[src/rtl/syscall_halt_ctrl.sv]
// Run-control FSM, syscall decoder, cycle/instruction counters and display channels.
// Optional cycle watchdog enabled by defining SYSCALL_WATCHDOG_EN.
module syscall_halt_ctrl #(
   parameter int              DATA_W     = 32,
   parameter int              NUM_DISP   = 4,
   parameter int              CNT_W      = 32,
   parameter longint unsigned MAX_CYCLES = 64'hFFFF_FFFF,
   localparam int             SEL_W      = (NUM_DISP > 1) ? $clog2(NUM_DISP) : 1
) (
   input  logic              clk,
   input  logic              rst_n,
   input  logic              sys_valid,
   input  logic [DATA_W-1:0] sys_code,
   input  logic [DATA_W-1:0] sys_arg,
   input  logic              retire,
   input  logic              stop,
   input  logic              step,
   input  logic              show_cnt,
   input  logic [SEL_W-1:0]  disp_sel,
   output logic              run_en,
   output logic [DATA_W-1:0] sys_ret,
   output logic [DATA_W-1:0] disp_out,
   output logic [CNT_W-1:0]  cycle_cnt,
   output logic [CNT_W-1:0]  instr_cnt,
   output logic [1:0]        state,
`ifdef SYSCALL_WATCHDOG_EN
   output logic              wdog_to,
`endif
   output logic              err
);

   typedef enum logic [1:0] {
      S_RUN    = 2'b00,
      S_PAUSED = 2'b01,
      S_STEP   = 2'b10,
      S_HALTED = 2'b11
   } state_t;

   localparam logic [DATA_W-1:0] CODE_PRINT = DATA_W'(1);
   localparam logic [DATA_W-1:0] CODE_EXIT  = DATA_W'(10);
   localparam logic [DATA_W-1:0] CODE_TIME  = DATA_W'(30);
   localparam logic [DATA_W-1:0] CODE_INSTR = DATA_W'(41);

   if (NUM_DISP < 1 || (NUM_DISP & (NUM_DISP - 1)) != 0) begin : g_bad_num_disp
      $error("syscall_halt_ctrl: NUM_DISP must be a power of 2 and >= 1");
   end
   if (MAX_CYCLES == 0) begin : g_bad_max_cycles
      $error("syscall_halt_ctrl: MAX_CYCLES must be non-zero");
   end

   state_t             state_q, state_d;
   logic               stop_q;
   logic               stop_edge;
   logic               accept;
   logic               halt_req;
   logic               wd_hit;
   logic               cyc_inc;
   logic [SEL_W-1:0]   wr_ptr;
   logic [SEL_W-1:0]   next_ptr;
   logic [SEL_W-1:0]   rd_idx;
   logic [DATA_W-1:0]  disp_mem [NUM_DISP];

   assign stop_edge = stop && !stop_q;
   assign run_en    = (state_q == S_RUN) || (state_q == S_STEP);
   assign accept    = sys_valid && run_en;
   assign state     = state_q;

`ifdef SYSCALL_WATCHDOG_EN
   // The counter saturates at the limit; the same cycle forces HALTED.
   assign wd_hit = run_en && (cycle_cnt == CNT_W'(MAX_CYCLES));
`else
   assign wd_hit = 1'b0;
`endif

   assign halt_req = (accept && (sys_code == CODE_EXIT)) || wd_hit;
   assign cyc_inc  = run_en && !wd_hit;
   assign next_ptr = (NUM_DISP == 1) ? '0 : wr_ptr + 1'b1;
   assign rd_idx   = (NUM_DISP == 1) ? '0 : disp_sel;
   assign disp_out = show_cnt ? DATA_W'(cycle_cnt) : disp_mem[rd_idx];

   always_ff @(posedge clk or negedge rst_n) begin
      if (!rst_n) state_q <= S_RUN;
      else        state_q <= state_d;
   end

   always_comb begin
      // NOTE: default first so every path assigns state_d and no latch is inferred.
      state_d = state_q;
      case (state_q)
         S_RUN: begin
            if (halt_req)       state_d = S_HALTED;
            else if (stop_edge) state_d = S_PAUSED;
         end
         S_PAUSED: begin
            if (stop_edge)      state_d = S_RUN;
            else if (step)      state_d = S_STEP;
         end
         S_STEP:   state_d = halt_req ? S_HALTED : S_PAUSED;
         S_HALTED: state_d = S_HALTED;
         default:  state_d = S_RUN;
      endcase
   end

   always_ff @(posedge clk or negedge rst_n) begin
      if (!rst_n) begin
         stop_q    <= 1'b0;
         cycle_cnt <= '0;
         instr_cnt <= '0;
         sys_ret   <= '0;
         err       <= 1'b0;
         wr_ptr    <= '0;
         // NOTE: the display channels must read 0 after reset, so this small array is reset in full.
         for (int i = 0; i < NUM_DISP; i++) disp_mem[i] <= '0;
      end else begin
         stop_q <= stop;
         if (cyc_inc)           cycle_cnt <= cycle_cnt + 1'b1;
         if (run_en && retire)  instr_cnt <= instr_cnt + 1'b1;
         if (accept) begin
            case (sys_code)
               CODE_PRINT: begin
                  disp_mem[wr_ptr] <= sys_arg;
                  wr_ptr           <= next_ptr;
               end
               CODE_EXIT:  ;
               CODE_TIME:  sys_ret <= DATA_W'(cycle_cnt);
               CODE_INSTR: sys_ret <= DATA_W'(instr_cnt);
               default:    err     <= 1'b1;
            endcase
         end
      end
   end

`ifdef SYSCALL_WATCHDOG_EN
   always_ff @(posedge clk or negedge rst_n) begin
      if (!rst_n)      wdog_to <= 1'b0;
      else if (wd_hit) wdog_to <= 1'b1;
   end
`endif

endmodule

[config.mk]
export PLATFORM = sky130hd
export DESIGN_NAME = syscall_halt_ctrl
export DESIGN_NICKNAME = d
export VERILOG_FILES = /design/src/rtl/syscall_halt_ctrl.sv
export SDC_FILE = /design/constraint.sdc
export NUM_CORES = 1
export LEC_CHECK = 0
export CAP_MARGIN = 5
export CORE_ASPECT_RATIO = 2
export CORE_MARGIN = 3
export CORE_UTILIZATION = 55
export DETAILED_ROUTE_END_ITERATION = 8
export DONT_BUFFER_PORTS = 1
export PLACE_DENSITY = 0.72
export SYNTH_ARGS = -nofsm -noshare
export SYNTH_HDL_FRONTEND = slang
export SYNTH_SLANG_ARGS = --single-unit
export TNS_END_PERCENT = 10
[constraint.sdc]
create_clock -name clk -period 2.9 [get_ports clk]
set_input_delay 0.145 -clock clk [delete_from_list [all_inputs] [get_ports clk]]
set_output_delay 0.145 -clock clk [all_outputs]
set_load 0.01 [all_outputs]
==> results of run 1 <==
==> cell usage after synthesis, drive strengths merged <==
| cell type | n |
|---|---|
| a211oi | 2 |
| nor2 | 52 |
| o31ai | 1 |
| and4 | 2 |
| a21oi | 33 |
| inv | 8 |
| nor3b | 1 |
| nor4 | 14 |
| o22ai | 32 |
| a21o | 1 |
| buf | 17 |
| xor2 | 19 |
| nand2 | 36 |
| nor4b | 1 |
| and2 | 4 |
| and3 | 8 |
| o21ai | 2 |
| clkbuf | 22 |
| ha | 6 |
| nor4bb | 1 |
| or2 | 1 |
| dfrtp | 230 |
| nand3 | 18 |
| nand4b | 1 |
| xnor2 | 44 |
| mux2 | 161 |
| nand2b | 2 |
| mux4 | 32 |
| nand4 | 21 |
| nor3 | 10 |
| a32oi | 1 |
| nor2b | 2 |
| nand3b | 4 |
==> layer usage <==
| metal | share of wire [%] | vias to the layer above | global-route usage [%] |
|---|---|---|---|
| met1 | 35 | 3493 | 28.4 |
| met3 | 6.4 | 61 | 4.83 |
| met4 | 4.3 | 0 | 9.87 |
| met2 | 55 | 278 | 45.7 |
| li1 | - | 2948 | - |
| met5 | 0 | - | 0 |
==> through the flow <==
step	instance area [sq um]	power, mW	setup WS [ps]	utilization [%]	hold slack (ps)
after global placement	10700	3.89	406	57.8	-143
final	11700	6.52	282	63.3	-646
after floorplan	10400	3.79	788	-	-151
after global routing	11700	6.75	115	63.3	-665
after CTS	11700	6.59	326	63.3	-672
after detailed placement	10700	3.92	393	57.8	-143
==> power by group <==
group,switching [mW],internal [mW],leakage [nW],total [mW]
logic,0.202,0.209,2.11,0.410
clock network,1.15,1.44,0.312,2.60
registers,0.215,3.30,3.16,3.51
total,1.57,4.95,5.59,6.52
==> cells in the final DEF, fill, tap and decap left out, types with 3 or more instances in the layout <==
cell and instances:
nand2_2 4, nor4_1 13, and3_1 8, nand3b_1 4, ha_1 6, nand3_1 18
nor2_1 51, mux4_2 32, dlygate4sd3_1 39, mux2_2 161, dfrtp_1 230, nor3_1 10
inv_1 8, o22ai_1 32, clkbuf_16 21, nand2_1 32, clkbuf_8 4, buf_4 12
xor2_1 19, xnor2_1 44, and2_1 4, nand4_1 21, a21oi_1 33, clkbuf_1 7
clkinv_2 3
==> critical path: cells and delay by family (launching register included) <==
| family | cells | cell delay [ps] |
|---|---|---|
| AOI/OAI and AO/OA | 1 | 180 |
| buffers and inverters | 3 | 1390 |
| DFF | 1 | 380 |
| and+or+nand+nor | 3 | 610 |
==> worst max path at each step <==
stage,end,slack [ps],cells past startpoint
2_1_floorplan,disp_mem[100],790,7
3_3_place_gp,cycle_cnt[26],410,6
3_5_place_dp,cycle_cnt[26],390,6
4_1_cts,state[1],330,7
5_1_grt,state[1],120,7
6_report,state[1],280,7
==> layout make-up <==
type | instances | area [sq um]
Clock buffer | 32 | 607
Fill cell | 1395 | 6780
Timing Repair Buffer | 51 | 480
Sequential cell | 230 | 5760
Tap cell | 252 | 315
Inverter | 8 | 30.0
Clock inverter | 4 | 23.8
Multi-Input combinational cell | 512 | 4490
==> kinds of logic (layout without fill, tap and decap cells) <==
logic type      count (synthesis)  after routing  share of synthesized area (%)
fa+ha+maj                       6              6                          0.721
xor+xnor                       63             63                           5.30
compound gates                 72             72                           3.98
mux                           193            193                           24.3
buf+inv                        47             95                           1.85
flops                         230            230                           55.3
simple gates                  178            178                           8.58
==> registers in the layout, indices dropped and copies added (netlist names) <==
| name | cells |
|---|---|
| cycle_cnt | 32 |
| err | 1 |
| stop_q | 1 |
| instr_cnt | 32 |
| disp_mem | 128 |
| sys_ret | 32 |
| state | 2 |
| wr_ptr | 2 |
==> timing repair <==
action                                  in CTS  in global routing
endpoints found under the hold margin      365                230
buffers inserted                             0                  0
endpoints found under the setup margin       0                  0
==> flow_metrics.env, run 1 <==
export IMPL_grt_max_degree=231
export IMPL_worstSetupStartpointType="register"
export IMPL_grtUsageTotal_pct=25.3
export IMPL_cts_buffers=21
export IMPL_antenna_found_initial=0
export IMPL_fin_skew_ps=17.8
export IMPL_ant_nets=0
export IMPL_insertion_delay_ps=500
export IMPL_crit_type="reg -> reg"
export IMPL_vias=6780
export IMPL_cts_tree="yes"
export IMPL_slowest_delay_ps=590
export IMPL_hold_slack_ps=-646
export IMPL_die_h_um=201
export IMPL_gr_total_overflow=0
export IMPL_worstPathRequired_ps=3330
export IMPL_hold_path_class="in -> async"
export IMPL_synth_top_area_share_pct=55.3
export IMPL_die_w_um=103
export IMPL_cp_common_cell="dlygate4sd3_1"
export IMPL_clock_sinks=230
export IMPL_slew_headroom_pct=46.2
export IMPL_synthCells=789
export IMPL_ctsResizeCount=0
export IMPL_synthTopCellsByArea="dfrtp_1, mux2_2, mux4_2, xnor2_1, o22ai_1"
export IMPL_grt_pass1_vias=7350
export IMPL_p_leak_nw=5.59
export IMPL_ir_drop_mv=0.484
export IMPL_crit_arrival_ps=3050
export IMPL_detail_route_wl_per_cell_um=23.8
export IMPL_layout_nets=903
export IMPL_yosysTopAreaCell="dfrtp_1"
export IMPL_postCtsHoldBufs=39
export IMPL_worst_slew_pin_slew_ps=800
export IMPL_rsz0062_at_grt="false"
export IMPL_routed_wl_um=26000
export IMPL_period_share_pct=90.3
export IMPL_areaGrowthSynthToFinish_pct=12.4
export IMPL_max_freq_ghz=0.382
export IMPL_drt_vias_per_instance=6.23
export IMPL_num_antenna_cells=0
export IMPL_hpwl_um=18000
export IMPL_drtIter0Drc=386
export IMPL_syn_area_sq_um=10400
export IMPL_dr_pass1_iters=4
export IMPL_fin_setup_tns_ps=0
export IMPL_start_util_pct=56.4
export IMPL_endpoint_kind="register"
export IMPL_grt_pass1_wl_um=40700
export IMPL_violations="negative hold slack"
export IMPL_yosysWarnings=0
export IMPL_yosysUniqueCellTypes=35
export IMPL_placed_cells=1014
export IMPL_drive_above_1_share_pct=28.9
export IMPL_setup_viol=0
export IMPL_drc=0
export IMPL_clk_pin_slew_worst_paths_ps=70
export IMPL_path_max_fanout=6
export IMPL_syn_nets=868
export IMPL_ys_seq_area_share_pct=55.3
export IMPL_cap_violations=0
export IMPL_crit_reg2reg_launch="state[0]"
export IMPL_htreeDepth=1
export IMPL_crit_chain="inv_1 > nand2_1 > nor3_1 > nand3_1 > dlygate4sd3_1 > a32oi_1 > dlygate4sd3_1"
export IMPL_syn_area_per_cell_sq_um=13.2
export IMPL_cts_max_path_buffers=3
export IMPL_core_area_sq_um=18500
export IMPL_crit_path_top_delay_cell="dlygate4sd3_1"
export IMPL_reg2regPathDepth=7
export IMPL_clock_root_buffer="clkbuf_16"
export IMPL_outcome="finished with violations"
export IMPL_reg2reg_slack_ps=280
export IMPL_finalMaxSlewViolations=0
export IMPL_io_pins=205
export IMPL_finalHoldViolCount=230
export IMPL_cp_startpoint="state[0]"
export IMPL_r2r_end="state[1]"
export IMPL_power_density_nw_per_um2=557
export IMPL_finalNonFillerCells=1089
export IMPL_synth_seq_cells=230
export IMPL_numPortBuffers=0
export IMPL_gp_congestion=0.880
export IMPL_dieArea_sq_um=20700
export IMPL_period_minus_slack_ps=2620
export IMPL_num_rows=70
No activity file was read; power rests on OpenSTA's default activity.
==> run 2, diff against run 1 <==
--- a/config.mk
+++ b/config.mk
@@ -8,10 +8,10 @@
 export CAP_MARGIN = 5
 export CORE_ASPECT_RATIO = 2
 export CORE_MARGIN = 3
-export CORE_UTILIZATION = 55
+export CORE_UTILIZATION = 43
 export DETAILED_ROUTE_END_ITERATION = 8
 export DONT_BUFFER_PORTS = 1
-export PLACE_DENSITY = 0.72
+export PLACE_DENSITY = 0.6
 export SYNTH_ARGS = -nofsm -noshare
 export SYNTH_HDL_FRONTEND = slang
 export SYNTH_SLANG_ARGS = --single-unit
==> run 2 against run 1 <==
Net effect:
- the flow still finishes with violations (negative hold slack)
- final cell count up 3.8%
- non-clock buffer count up 3
- die area up 27%
- final area up 1.9%
- largest power group unchanged
- critical path type unchanged
- via count down 0.78%
- clock skew down 5.9 ps
- setup slack better by 250 ps
- largest cell class unchanged
==> flow_metrics.env, run 2 (same netlist as run 1, synthesis figures left out) <==
export IMPL_insertion_delay_ps=510
export IMPL_outcome="finished with violations"
export IMPL_clock_sinks=230
export IMPL_core_area_sq_um=23800
export IMPL_grt_use_met2_pct=40.4
export IMPL_cts_buffers=22
export IMPL_reg2regPathDepth=7
export IMPL_worst_slew_pin_slew_ps=615
export IMPL_die_h_um=226
export IMPL_crit_type="reg -> reg"
export IMPL_use_met1_pct=23.7
export IMPL_dr_pass1_iters=5
export IMPL_grt_max_degree=231
export IMPL_drtIter0Drc=314
export IMPL_gp_congestion=0.848
export IMPL_post_cts_setup_buffers=0
export IMPL_gr_total_overflow=0
export IMPL_power_density_nw_per_um2=588
export IMPL_crit_reg2reg_launch="state[0]"
export IMPL_die_w_um=116
export IMPL_crit_arrival_ps=2810
export IMPL_worstPathRequired_ps=3340
export IMPL_busiest_layer="met2"
export IMPL_r2r_end="state[1]"
export IMPL_areaGrowthSynthToFinish_pct=14.5
export IMPL_routed_wl_um=28100
export IMPL_placed_cells=1052
export IMPL_drc=0
export IMPL_final_common_cell="dfrtp_1"
export IMPL_cts_max_path_buffers=3
export IMPL_cts_tree="yes"
export IMPL_finalNonFillerCells=1130
export IMPL_period_share_pct=81.7
export IMPL_fin_skew_ps=11.9
export IMPL_worstSetupStartpointType="register"
export IMPL_ctsResizeCount=0
export IMPL_setup_viol=0
export IMPL_cap_violations=0
export IMPL_hold_slack_ps=-662
export IMPL_numPortBuffers=0
export IMPL_num_antenna_cells=0
export IMPL_drt_vias_per_instance=5.95
export IMPL_period_minus_slack_ps=2370
export IMPL_start_util_pct=43.7
export IMPL_grtUsageMet3_pct=5.04
export IMPL_num_rows=80
export IMPL_path_max_fanout=5
export IMPL_grt_pass1_wl_um=42900
export IMPL_final_cell_mix="dfrtp_1, mux2_2, nor2_1"
export IMPL_detail_route_wl_per_cell_um=24.8
export IMPL_htreeDepth=1
export IMPL_postCtsHoldBufs=39
export IMPL_p_leak_nw=5.67
export IMPL_hold_path_class="in -> async"
export IMPL_hpwl_um=19000
export IMPL_drive_above_1_share_pct=29.9
export IMPL_grt_pass1_vias=7332
export IMPL_io_pins=205
export IMPL_reg2reg_slack_ps=530
export IMPL_largest_register="disp_mem"
export IMPL_clock_root_buffer="clkbuf_16"
export IMPL_ant_nets=0
export IMPL_dieArea_sq_um=26200
export IMPL_layout_nets=907
export IMPL_violations="negative hold slack"
export IMPL_fin_setup_tns_ps=0
export IMPL_finalHoldViolCount=230
export IMPL_grtUsageTotal_pct=21.5
export IMPL_cp_startpoint="state[0]"
export IMPL_antenna_found_initial=0
export IMPL_finalMaxSlewViolations=0
export IMPL_vias=6727
export IMPL_fill_cells=2094
export IMPL_utilization_pct=50.1
export IMPL_ir_drop_mv=0.540
export IMPL_max_freq_ghz=0.422
export IMPL_slew_headroom_pct=58.9
export IMPL_endpoint_kind="register"
export IMPL_largest_register_ffs=128
export IMPL_rsz0062_at_grt="false"
export IMPL_clk_pin_slew_worst_paths_ps=60
-- run 2: cell count changes in the layout (fill, tap and decap cells not counted) --
| cell | delta |
|---|---|
| buf_12 | +1 |
| buf_4 | +2 |
| bufinv_16 | +4 |
| clkbuf_1 | -4 |
| clkbuf_16 | +2 |
| clkbuf_8 | -2 |
| clkinv_2 | +3 |
| clkinvlp_4 | +1 |
| inv_6 | -1 |
-- run 2: worst max-delay path: stages (launching register included) --
cell and delay [ps]:
dfrtp_1 380, inv_1 70, nand2_1 180, nor3_1 250, nand3_1 100, dlygate4sd3_1 590
a32oi_1 150, dlygate4sd3_1 570
-- run 2: worst max-delay path by stage --
stage	slack (ps)	endpoint	cells after the start
finish	530	state[1]	7
global route	350	state[1]	7
CTS	500	cycle_cnt[28]	7
detailed placement	500	cycle_cnt[28]	7
global placement	540	cycle_cnt[26]	7
floorplan	790	disp_mem[100]	7
-- run 2: layout make-up --
class / instances / area [sq um] / area share [%]
Sequential cell: 230 / 5760 / 48.3
Tap cell: 287 / 359 / 3.01
Inverter: 8 / 30.0 / 0.252
Timing Repair Buffer: 54 / 515 / 4.32
Multi-Input combinational cell: 512 / 4490 / 37.7
Clock inverter: 11 / 158 / 1.32
Clock buffer: 28 / 614 / 5.15
-- run 2: through the flow --
| step | cell area (sq um) | hold WS (ps) | power, mW | worst slack (ps) |
|---|---|---|---|---|
| 5_1_grt | 11900 | -692 | 7.28 | 354 |
| 2_1_floorplan | 10400 | -151 | 3.79 | 788 |
| 4_1_cts | 11900 | -691 | 7.09 | 502 |
| 6_report | 11900 | -662 | 7.01 | 530 |
| 3_5_place_dp | 10800 | -144 | 3.94 | 503 |
| 3_3_place_gp | 10800 | -141 | 3.92 | 535 |
-- run 2: metal layers --
metal	vias up	wire (um)
li1	2962	-
met1	3479	9740
met2	249	15700
met3	37	2000
met4	0	580
met5	-	0
-- run 2: power breakdown --
part | internal (mW) | switching [mW]
logic | 0.217 | 0.211
clock network | 1.86 | 1.21
registers | 3.30 | 0.225
